**src/rtl/fifo_write_arbiter_if.sv**
```systemverilog
// Write-port bundle between the requesters, the round-robin arbiter and the FIFO write side.
// The arbiter takes the master modport and the surrounding logic takes the slave modport.
interface fifo_write_arbiter_if #(
  parameter int unsigned DATA_WIDTH  = 8,
  parameter int unsigned NUM_REQ     = 4,
  parameter int unsigned STALL_CNT_W = 16
) ();

  logic [NUM_REQ-1:0]            req;
  logic [NUM_REQ*DATA_WIDTH-1:0] req_data;
  logic [NUM_REQ-1:0]            ack;
  logic [NUM_REQ-1:0]            grant;
  logic                          full;
  logic                          write_en;
  logic [DATA_WIDTH-1:0]         write_data;
  logic                          busy;
  logic [STALL_CNT_W-1:0]        stall_cnt;

  modport master (
    input  req, req_data, full,
    output ack, grant, write_en, write_data, busy, stall_cnt
  );

  modport slave (
    output req, req_data, full,
    input  ack, grant, write_en, write_data, busy, stall_cnt
  );

endinterface

```
**src/rtl/fifo_write_arbiter.sv**
```systemverilog
// Round-robin arbiter sharing one FIFO write port among NUM_REQ requesters.
// Grants are limited to bounded bursts, and every grant costs one idle arbitration cycle.
module fifo_write_arbiter #(
  parameter int unsigned DATA_WIDTH  = 8,
  parameter int unsigned NUM_REQ     = 4,
  parameter int unsigned REQ_IDX_W   = 2,
  parameter int unsigned BURST_LEN   = 4,
  parameter int unsigned STALL_CNT_W = 16
) (
  input  logic                  wr_clk,
  input  logic                  reset,
  fifo_write_arbiter_if.master  bus
);

  localparam logic [0:0] StIdle  = 1'b0;
  localparam logic [0:0] StGrant = 1'b1;

  logic [0:0]             state_q, state_d;
  logic [REQ_IDX_W-1:0]   owner_q, owner_d;
  logic [REQ_IDX_W-1:0]   last_owner_q, last_owner_d;
  logic [3:0]             beat_cnt_q, beat_cnt_d;
  logic [STALL_CNT_W-1:0] stall_cnt_q, stall_cnt_d;
  logic [NUM_REQ-1:0]     grant_q, grant_d;

  logic                   found;
  logic [REQ_IDX_W-1:0]   pick;
  int unsigned            idx;
  logic                   owner_req;
  logic                   write_en;
  logic                   last_beat;

  // Rotating priority search that starts just after the previous owner.
  always_comb begin
    found = 1'b0;
    pick  = '0;
    idx   = 0;
    for (int unsigned k = 1; k <= NUM_REQ; k++) begin
      idx = (32'(last_owner_q) + k) % NUM_REQ;
      if (!found && bus.req[idx]) begin
        found = 1'b1;
        pick  = REQ_IDX_W'(idx);
      end
    end
  end

  assign owner_req = bus.req[owner_q];
  // Gated by reset as well, so the FIFO never sees a write on the edge that takes reset.
  assign write_en  = reset && (state_q == StGrant) && owner_req && !bus.full;
  assign last_beat = (beat_cnt_q == 4'(BURST_LEN - 1));

  always_comb begin
    state_d      = state_q;
    owner_d      = owner_q;
    last_owner_d = last_owner_q;
    beat_cnt_d   = beat_cnt_q;
    stall_cnt_d  = stall_cnt_q;
    grant_d      = grant_q;
    case (state_q)
      StIdle: begin
        if (found) begin
          owner_d    = pick;
          grant_d    = {{(NUM_REQ-1){1'b0}}, 1'b1} << pick;
          beat_cnt_d = '0;
          state_d    = StGrant;
        end
      end
      StGrant: begin
        if (write_en) begin
          beat_cnt_d = beat_cnt_q + 4'd1;
        end else if (owner_req && bus.full && (stall_cnt_q != '1)) begin
          stall_cnt_d = stall_cnt_q + 1'b1;
        end
        // Release happens when the requester withdraws or when the last beat of the burst is taken.
        if (!owner_req || (write_en && last_beat)) begin
          last_owner_d = owner_q;
          grant_d      = '0;
          state_d      = StIdle;
        end
      end
      default: state_d = StIdle;
    endcase
  end

  always_ff @(posedge wr_clk) begin
    if (!reset) begin
      state_q      <= StIdle;
      owner_q      <= '0;
      last_owner_q <= REQ_IDX_W'(NUM_REQ - 1);
      beat_cnt_q   <= '0;
      stall_cnt_q  <= '0;
      grant_q      <= '0;
    end else begin
      state_q      <= state_d;
      owner_q      <= owner_d;
      last_owner_q <= last_owner_d;
      beat_cnt_q   <= beat_cnt_d;
      stall_cnt_q  <= stall_cnt_d;
      grant_q      <= grant_d;
    end
  end

  assign bus.write_en   = write_en;
  assign bus.write_data = bus.req_data[32'(owner_q)*DATA_WIDTH +: DATA_WIDTH];
  assign bus.ack        = write_en ? grant_q : '0;
  assign bus.grant      = grant_q;
  assign bus.busy       = (state_q == StGrant);
  assign bus.stall_cnt  = stall_cnt_q;

endmodule

```
**src/flat_wrapper.sv**
```systemverilog
// flat-port wrapper written by rule: the top's interface ports become plain ports
module fifo_write_arbiter_flat 
#(
  parameter int unsigned DATA_WIDTH  = 8,
  parameter int unsigned NUM_REQ     = 4,
  parameter int unsigned REQ_IDX_W   = 2,
  parameter int unsigned BURST_LEN   = 4,
  parameter int unsigned STALL_CNT_W = 16
)
  (wr_clk, reset, bus_req, bus_req_data, bus_full, bus_ack, bus_grant, bus_write_en, bus_write_data, bus_busy, bus_stall_cnt);
  fifo_write_arbiter_if #(.DATA_WIDTH(DATA_WIDTH), .NUM_REQ(NUM_REQ), .STALL_CNT_W(STALL_CNT_W)) bus_i ();
  input  logic wr_clk;
  input  logic reset;
  input wire logic [$bits(bus_i.req)-1:0] bus_req;
  input wire logic [$bits(bus_i.req_data)-1:0] bus_req_data;
  input wire logic [$bits(bus_i.full)-1:0] bus_full;
  output wire logic [$bits(bus_i.ack)-1:0] bus_ack;
  output wire logic [$bits(bus_i.grant)-1:0] bus_grant;
  output wire logic [$bits(bus_i.write_en)-1:0] bus_write_en;
  output wire logic [$bits(bus_i.write_data)-1:0] bus_write_data;
  output wire logic [$bits(bus_i.busy)-1:0] bus_busy;
  output wire logic [$bits(bus_i.stall_cnt)-1:0] bus_stall_cnt;
  assign bus_i.req = bus_req;
  assign bus_i.req_data = bus_req_data;
  assign bus_i.full = bus_full;
  assign bus_ack = bus_i.ack;
  assign bus_grant = bus_i.grant;
  assign bus_write_en = bus_i.write_en;
  assign bus_write_data = bus_i.write_data;
  assign bus_busy = bus_i.busy;
  assign bus_stall_cnt = bus_i.stall_cnt;
  fifo_write_arbiter #(.DATA_WIDTH(DATA_WIDTH), .NUM_REQ(NUM_REQ), .REQ_IDX_W(REQ_IDX_W), .BURST_LEN(BURST_LEN), .STALL_CNT_W(STALL_CNT_W)) u_core (.wr_clk(wr_clk), .reset(reset), .bus(bus_i));
endmodule
```
**config.mk**
```make
export PLATFORM = sky130hd
export DESIGN_NAME = fifo_write_arbiter_flat
export DESIGN_NICKNAME = d
export VERILOG_FILES = /design/src/rtl/fifo_write_arbiter_if.sv /design/src/rtl/fifo_write_arbiter.sv /design/src/flat_wrapper.sv
export SDC_FILE = /design/constraint.sdc
export NUM_CORES = 1
export LEC_CHECK = 0
export CORE_MARGIN = 10
export CORE_UTILIZATION = 43
export DETAILED_ROUTE_END_ITERATION = 7
export PLACE_DENSITY = 0.77
export SYNTH_ARGS = -nofsm -noshare
export SYNTH_HDL_FRONTEND = slang
export SYNTH_SLANG_ARGS = --single-unit
```
**constraint.sdc**
```tcl
create_clock -name wr_clk -period 2.12 [get_ports wr_clk]
set_clock_uncertainty 0.15 [all_clocks]
set_input_delay 0.212 -clock wr_clk [delete_from_list [all_inputs] [get_ports wr_clk]]
set_output_delay 0.212 -clock wr_clk [all_outputs]
set_load 0.01 [all_outputs]
```
==> qor.txt, run 1 <==
vias in the first global route = 1917
WS Path Type = in2reg
clock buffer count from CTS = 5
Worst Hold Launch = u_core.beat_cnt_q[3]
routed via count = 1872
initial core utilization = 44.6%
hold path depth = 1
Top Usage Layer GRT = met2
P_sw = 0.370 mW
Synth Cell Area = 0.00178 mm^2
Worst VDD drop = 0.436 mV
yosys warns = 0
largest net degree at the start of global routing = 27
Slew headroom = 66.9%
first-pass detailed-route iteration total = 4
area grow syn2layout = 52.9%
startpoint types = primary input
CTS tree = built
Reg2Reg Setup Slack = 0.13 ns
status = complete, no violations
Worst Max-Slew Pin Slew = 0.493 ns
Final nets = 323
Post-Syn Area per Cell = 9.24 um^2
Overall Global Routing Usage = 15.7%
DRC = 0
Core Area = 0.00400 mm^2
Rows = 23
DP HPWL = 4410 um
layout cells sized above 1 = 15.2%
Reg clk slew, reported paths = 0.06 ns
worst min path class = reg2reg
antenna violations before repair = 0
Via-to-Cell Ratio = 5.62
Placed Instance Area = 0.00267 mm^2
Critical R2R Capture = u_core.last_owner_q[1]
root buffer cell = clkbuf_8
port bufs = 72
flops & latches, synth = 29
Final Max Slew Viols = 0
Critical R2R Launch = u_core.owner_q[1]
Worst-Skew Late Latency = 0.28 ns
ratio of final minimum period to clock period = 94.7%
CP Max Fanout = 6
number of antenna diodes = 0
RSZ-0062 raised after global routing = false
Cell Pwr Density = 507 mW/mm^2
Leakage = 0.976 nW
crit path capture type = flip-flop
Synth async-reset ratio = 0%
max-cap violations = 0
Arrival @ worst endpoint = 2.00 ns
Top Ports = 73
die area = 0.00713 mm^2
min Tclk post-route = 2.01 ns
required time worst endpoint = 2.12 ns
antenna viol nets, final = 0
reg2reg path depth = 6
Post-Route WL = 5610 um
EDFF count, synth = 0
die width = 84.4 um
Clock Sinks = 29
sequential fraction of the synthesis area = 32.5%
Mapped Cells = 193
Max Root-Sink Buffers = 2
Switching Share = 26.8%
DRT iter0 DRCs = 76
sequential cell fraction of total power = 42.0%
share of the core filled with cells = 68.2%
CP Launch Point = bus_req[3]
Worst Hold End = u_core.beat_cnt_q[3]
Die H = 84.4 um
post-synthesis cell type count = 43
met2 usage = 26.3%
GRT Residual Overflow = 0
Pint = 1.01 mW
Most used DFF post-synth = dfxtp_1
clock power share = 31.4%
Hold Fails Final Rpt = 0
fmax = 498 MHz
Placer Congestion = 0.862
post-route design area = 0.00273 mm^2
final setup fails = 0
grt met3 use = 5.80%
Comb pwr share = 26.6%
GR Layer Usage met1 = 18.1%
wire length per cell = 16.8 um
Syn Nets = 234
first-pass GRT wire length = 9450 um
H-tree Lvls = 2
## critical path: stages
cell and delay (ns):
clkdlybuf4s50_1 0.43, mux4_2 0.52, buf_4 0.15, buf_4 0.14, o41ai_1 0.08, and2_1 0.33, o221ai_1 0.14
## sequential cells by signal, summed over array words and instances, names as in the netlist
name,flops
u_core.last_owner_q,2
u_core.bus.busy,1
u_core.bus.grant,4
u_core.owner_q,2
u_core.beat_cnt_q,4
u_core.bus.stall_cnt,16
## Yosys cell counts (all sizes together) (2+ instances only)
cell type  count  area, um^2
nand2b        11        68.8
nor3b          2        26.3
nand3         16        92.6
mux2i         10         100
nand2         17        63.8
a211oi         5        37.5
buf            4        26.3
nor2           6        22.5
or3            2        12.5
or4            3        22.5
o211ai         2        15.0
and3           2        12.5
and2           8        50.1
mux4           9         203
and4           2        17.5
dfxtp         29         581
o21ai          4        20.0
nor4           8        56.3
o41ai          3        26.3
a21oi          9        45.0
o31ai          4        30.0
mux2           2        22.5
clkbuf         6        23.8
nand4          7        43.8
o32ai          4        35.0
ha             2        25.0
o311ai         2        17.5
inv            6        22.5
## what timing repair did
| action | in CTS | in global routing |
|---|---|---|
| gates resized for setup | 19 | 4 |
| endpoints found under the hold margin | 0 | 0 |
| hold buffers | 0 | 0 |
| setup buffers | 0 | 1 |
| endpoints found under the setup margin | 13 | 4 |
## routing by layer
| metal | vias to the layer above | wire [um] |
|---|---|---|
| met4 | 0 | 28 |
| met5 | - | 0 |
| met1 | 864 | 2520 |
| met2 | 79 | 2570 |
| met3 | 4 | 492 |
| li1 | 925 | - |
## kinds of logic (layout without fill, tap and decap cells)
group / Yosys count / count (layout) / synth area share, %
buf+inv: 16 / 106 / 4.07
simple gates: 87 / 87 / 28.5
mux: 21 / 21 / 18.2
flops: 29 / 29 / 32.5
fa+ha+maj: 2 / 2 / 1.40
compound gates: 38 / 38 / 15.2
## worst max path at each step
stage,depth (start not counted),endpoint
2_1_floorplan,6,u_core.last_owner_q[1]
3_3_place_gp,5,bus_ack[0]
3_5_place_dp,5,bus_ack[2]
4_1_cts,5,bus_ack[2]
5_1_grt,7,u_core.bus.stall_cnt[8]
6_report,7,u_core.last_owner_q[1]
## power groups by stage
| stage | Combinational [mW] | Sequential (mW) | Clock [mW] |
|---|---|---|---|
| after detailed placement | 0.384 | 0.593 | 0 |
| after global routing | 0.398 | 0.584 | 0.463 |
| final | 0.368 | 0.581 | 0.435 |
| after global placement | 0.380 | 0.592 | 0 |
| after CTS | 0.368 | 0.581 | 0.447 |
| after floorplan | 0.172 | 0.593 | 0 |
## layout by cell type (no fill, tap or decap), types with 3 or more instances in the layout
cell type and count:
a211oi_1 5, a21oi_1 9, and2_1 8, buf_4 19, clkbuf_1 3, clkbuf_2 4, clkbuf_8 5, clkdlybuf4s50_1 58
dfxtp_1 28, dlygate4sd2_1 10, inv_1 6, mux2i_1 10, mux4_2 9, nand2_1 17, nand2b_1 11, nand3_1 15
nand4_1 7, nor2_1 6, nor4_1 7, o31ai_1 4, o32ai_1 4, o41ai_1 3, or4_1 3
## per-stage QoR
step	hold slack (ns)	std cells	TNS (ns)	setup slack [ns]	power [mW]
2_1_floorplan	0.217	193	0	0.298	0.765
3_3_place_gp	0.318	324	-0.865	-0.194	0.973
3_5_place_dp	0.329	324	-1.08	-0.226	0.977
4_1_cts	0.339	332	0	0.00446	1.40
5_1_grt	0.373	333	0	0.0184	1.45
6_report	0.341	333	0	0.113	1.38
## final cells by class
class                      count  area (um^2)
fill                         342         1270
multi-input combinational    148         1130
clock buffer                   8         80.1
sequential                    29          582
timing repair buffer          92          851
tap                           50         62.6
inverter                       6         22.5
No activity file was read; power rests on OpenSTA's default activity.
==> run 2: changes to the inputs <==
--- a/config.mk
+++ b/config.mk
@@ -9,6 +9,7 @@
 export CORE_UTILIZATION = 43
 export DETAILED_ROUTE_END_ITERATION = 7
 export PLACE_DENSITY = 0.77
+export REMOVE_ABC_BUFFERS = 1
 export SYNTH_ARGS = -nofsm -noshare
 export SYNTH_HDL_FRONTEND = slang
 export SYNTH_SLANG_ARGS = --single-unit
==> qor.txt, run 2 (synthesis gave the netlist of run 1 again) <==
number of flip-flops in the largest register = 16
Die H = 84.4 um
CTS tree = built
placed instance count = 324
startpoint types = flip-flop
worst min path class = reg2reg
clock buffer count from CTS = 5
Post-Route WL = 5770 um
first-pass detailed-route iteration total = 4
# hold bufs at CTS = 0
Overall Global Routing Usage = 15.9%
Worst VDD drop = 0.490 mV
RSZ-0062 raised after global routing = false
CP Max Fanout = 6
Leakage = 1.00 nW
sequential cell fraction of total power = 37.3%
Pint = 1.17 mW
min Tclk post-route = 2.02 ns
antenna violations before repair = 0
Core Area = 0.00400 mm^2
Comb pwr share = 24.1%
antenna viol nets, final = 0
Worst path slowest cell = mux4_2
Final Max Slew Viols = 0
commonest cells after routing, fill and taps aside = clkdlybuf4s50_1, dfxtp_1, buf_4
crit path capture type = output pin
Placer Congestion = 0.855
die area = 0.00713 mm^2
Slew headroom = 68.9%
vias in the first global route = 1902
Reg clk slew, reported paths = 0.07 ns
Max Root-Sink Buffers = 2
Final nets = 324
largest stage delay on the critical path = 0.54 ns
Hold Fails Final Rpt = 0
number of antenna diodes = 0
CP cell instances = mux4_2 > nor3b_4 > and2_1 > buf_2
DRT iter0 DRCs = 90
H-tree Lvls = 2
Worst Max-Slew Pin Slew = 0.463 ns
Rows = 23
Top Ports = 73
ratio of final minimum period to clock period = 95.2%
root buffer cell = clkbuf_8
DP HPWL = 4420 um
Fin Setup TNS = 0 ns
DRC = 0
Cell Pwr Density = 561 mW/mm^2
Top delay family on crit path = multiplexers
Via-to-Cell Ratio = 5.68
largest net degree at the start of global routing = 27
Arrival @ worst endpoint = 1.66 ns
max-cap violations = 0
area grow syn2layout = 55.8%
first-pass GRT wire length = 9630 um
required time worst endpoint = 1.76 ns
most common cell after layout, fill and taps aside = clkdlybuf4s50_1
WS Path Type = reg2out
non-filler cells in the finished layout = 334
clock power share = 38.6%
GRT Residual Overflow = 0
Clock Sinks = 29
initial core utilization = 44.6%
routed via count = 1896
Switching Share = 25.2%
fmax = 495 MHz
port bufs = 72
layout cells sized above 1 = 16.9%
# fillers = 319
wire length per cell = 17.3 um
final setup fails = 0
die width = 84.4 um
status = complete, no violations
Buf/Inv on CP = 1
Worst-Skew Late Latency = 0.28 ns
P_sw = 0.393 mW
## run 2: stage by stage
stage / hold slack, ns / setup slack (ns) / util, % / total power [mW] / area [um^2]
3_5_place_dp: 0.318 / -0.238 / 66.8 / 0.980 / 2670
5_1_grt: 0.366 / 0.0254 / 69.5 / 1.63 / 2780
2_1_floorplan: 0.141 / -0.0276 / - / 0.750 / 1730
6_report: 0.337 / 0.101 / 69.5 / 1.56 / 2780
3_3_place_gp: 0.312 / -0.192 / 66.8 / 0.974 / 2670
4_1_cts: 0.335 / 0.000873 / 69.8 / 1.57 / 2790
## run 2: final timing paths
kind / startpoint / to / slack [ns] / cells after the start
worst min-delay path: u_core.beat_cnt_q[2] / u_core.beat_cnt_q[2] / 0.34 / 1
worst min register to register: u_core.beat_cnt_q[2] / u_core.beat_cnt_q[2] / 0.34 / 1
worst max register to register: u_core.owner_q[1] / u_core.bus.stall_cnt[4] / 0.13 / 6
worst max-delay path: u_core.owner_q[1] / bus_ack[1] / 0.10 / 4
## run 2: metal layers
metal | GRT usage, % | vias up | wire (um)
li1 | - | 931 | -
met1 | 19.7 | 888 | 2700
met2 | 25.4 | 75 | 2560
met3 | 6.38 | 2 | 485
met4 | 3.59 | 0 | 17
met5 | 0 | - | 0
## run 2: cell type report
type | instances | area, um^2 | share of cell area, %
timing repair buffer | 93 | 860 | 30.9
clock buffer | 6 | 82.6 | 2.97
clock inverter | 2 | 37.5 | 1.35
inverter | 6 | 22.5 | 0.810
multi-input combinational | 148 | 1130 | 40.7
tap | 50 | 62.6 | 2.25
sequential | 29 | 583 | 21.0
## run 2: power by group through the flow
| stage | clock [mW] | combinational [mW] | sequential (mW) |
|---|---|---|---|
| 2_1_floorplan | 0 | 0.141 | 0.609 |
| 3_3_place_gp | 0 | 0.382 | 0.592 |
| 3_5_place_dp | 0 | 0.387 | 0.592 |
| 4_1_cts | 0.613 | 0.373 | 0.581 |
| 5_1_grt | 0.644 | 0.406 | 0.584 |
| 6_report | 0.602 | 0.376 | 0.581 |
## run 2: what timing repair did
item	in CTS	in global routing
gates resized for setup	20	4
setup endpoints to repair	13	4
setup buffers	1	1
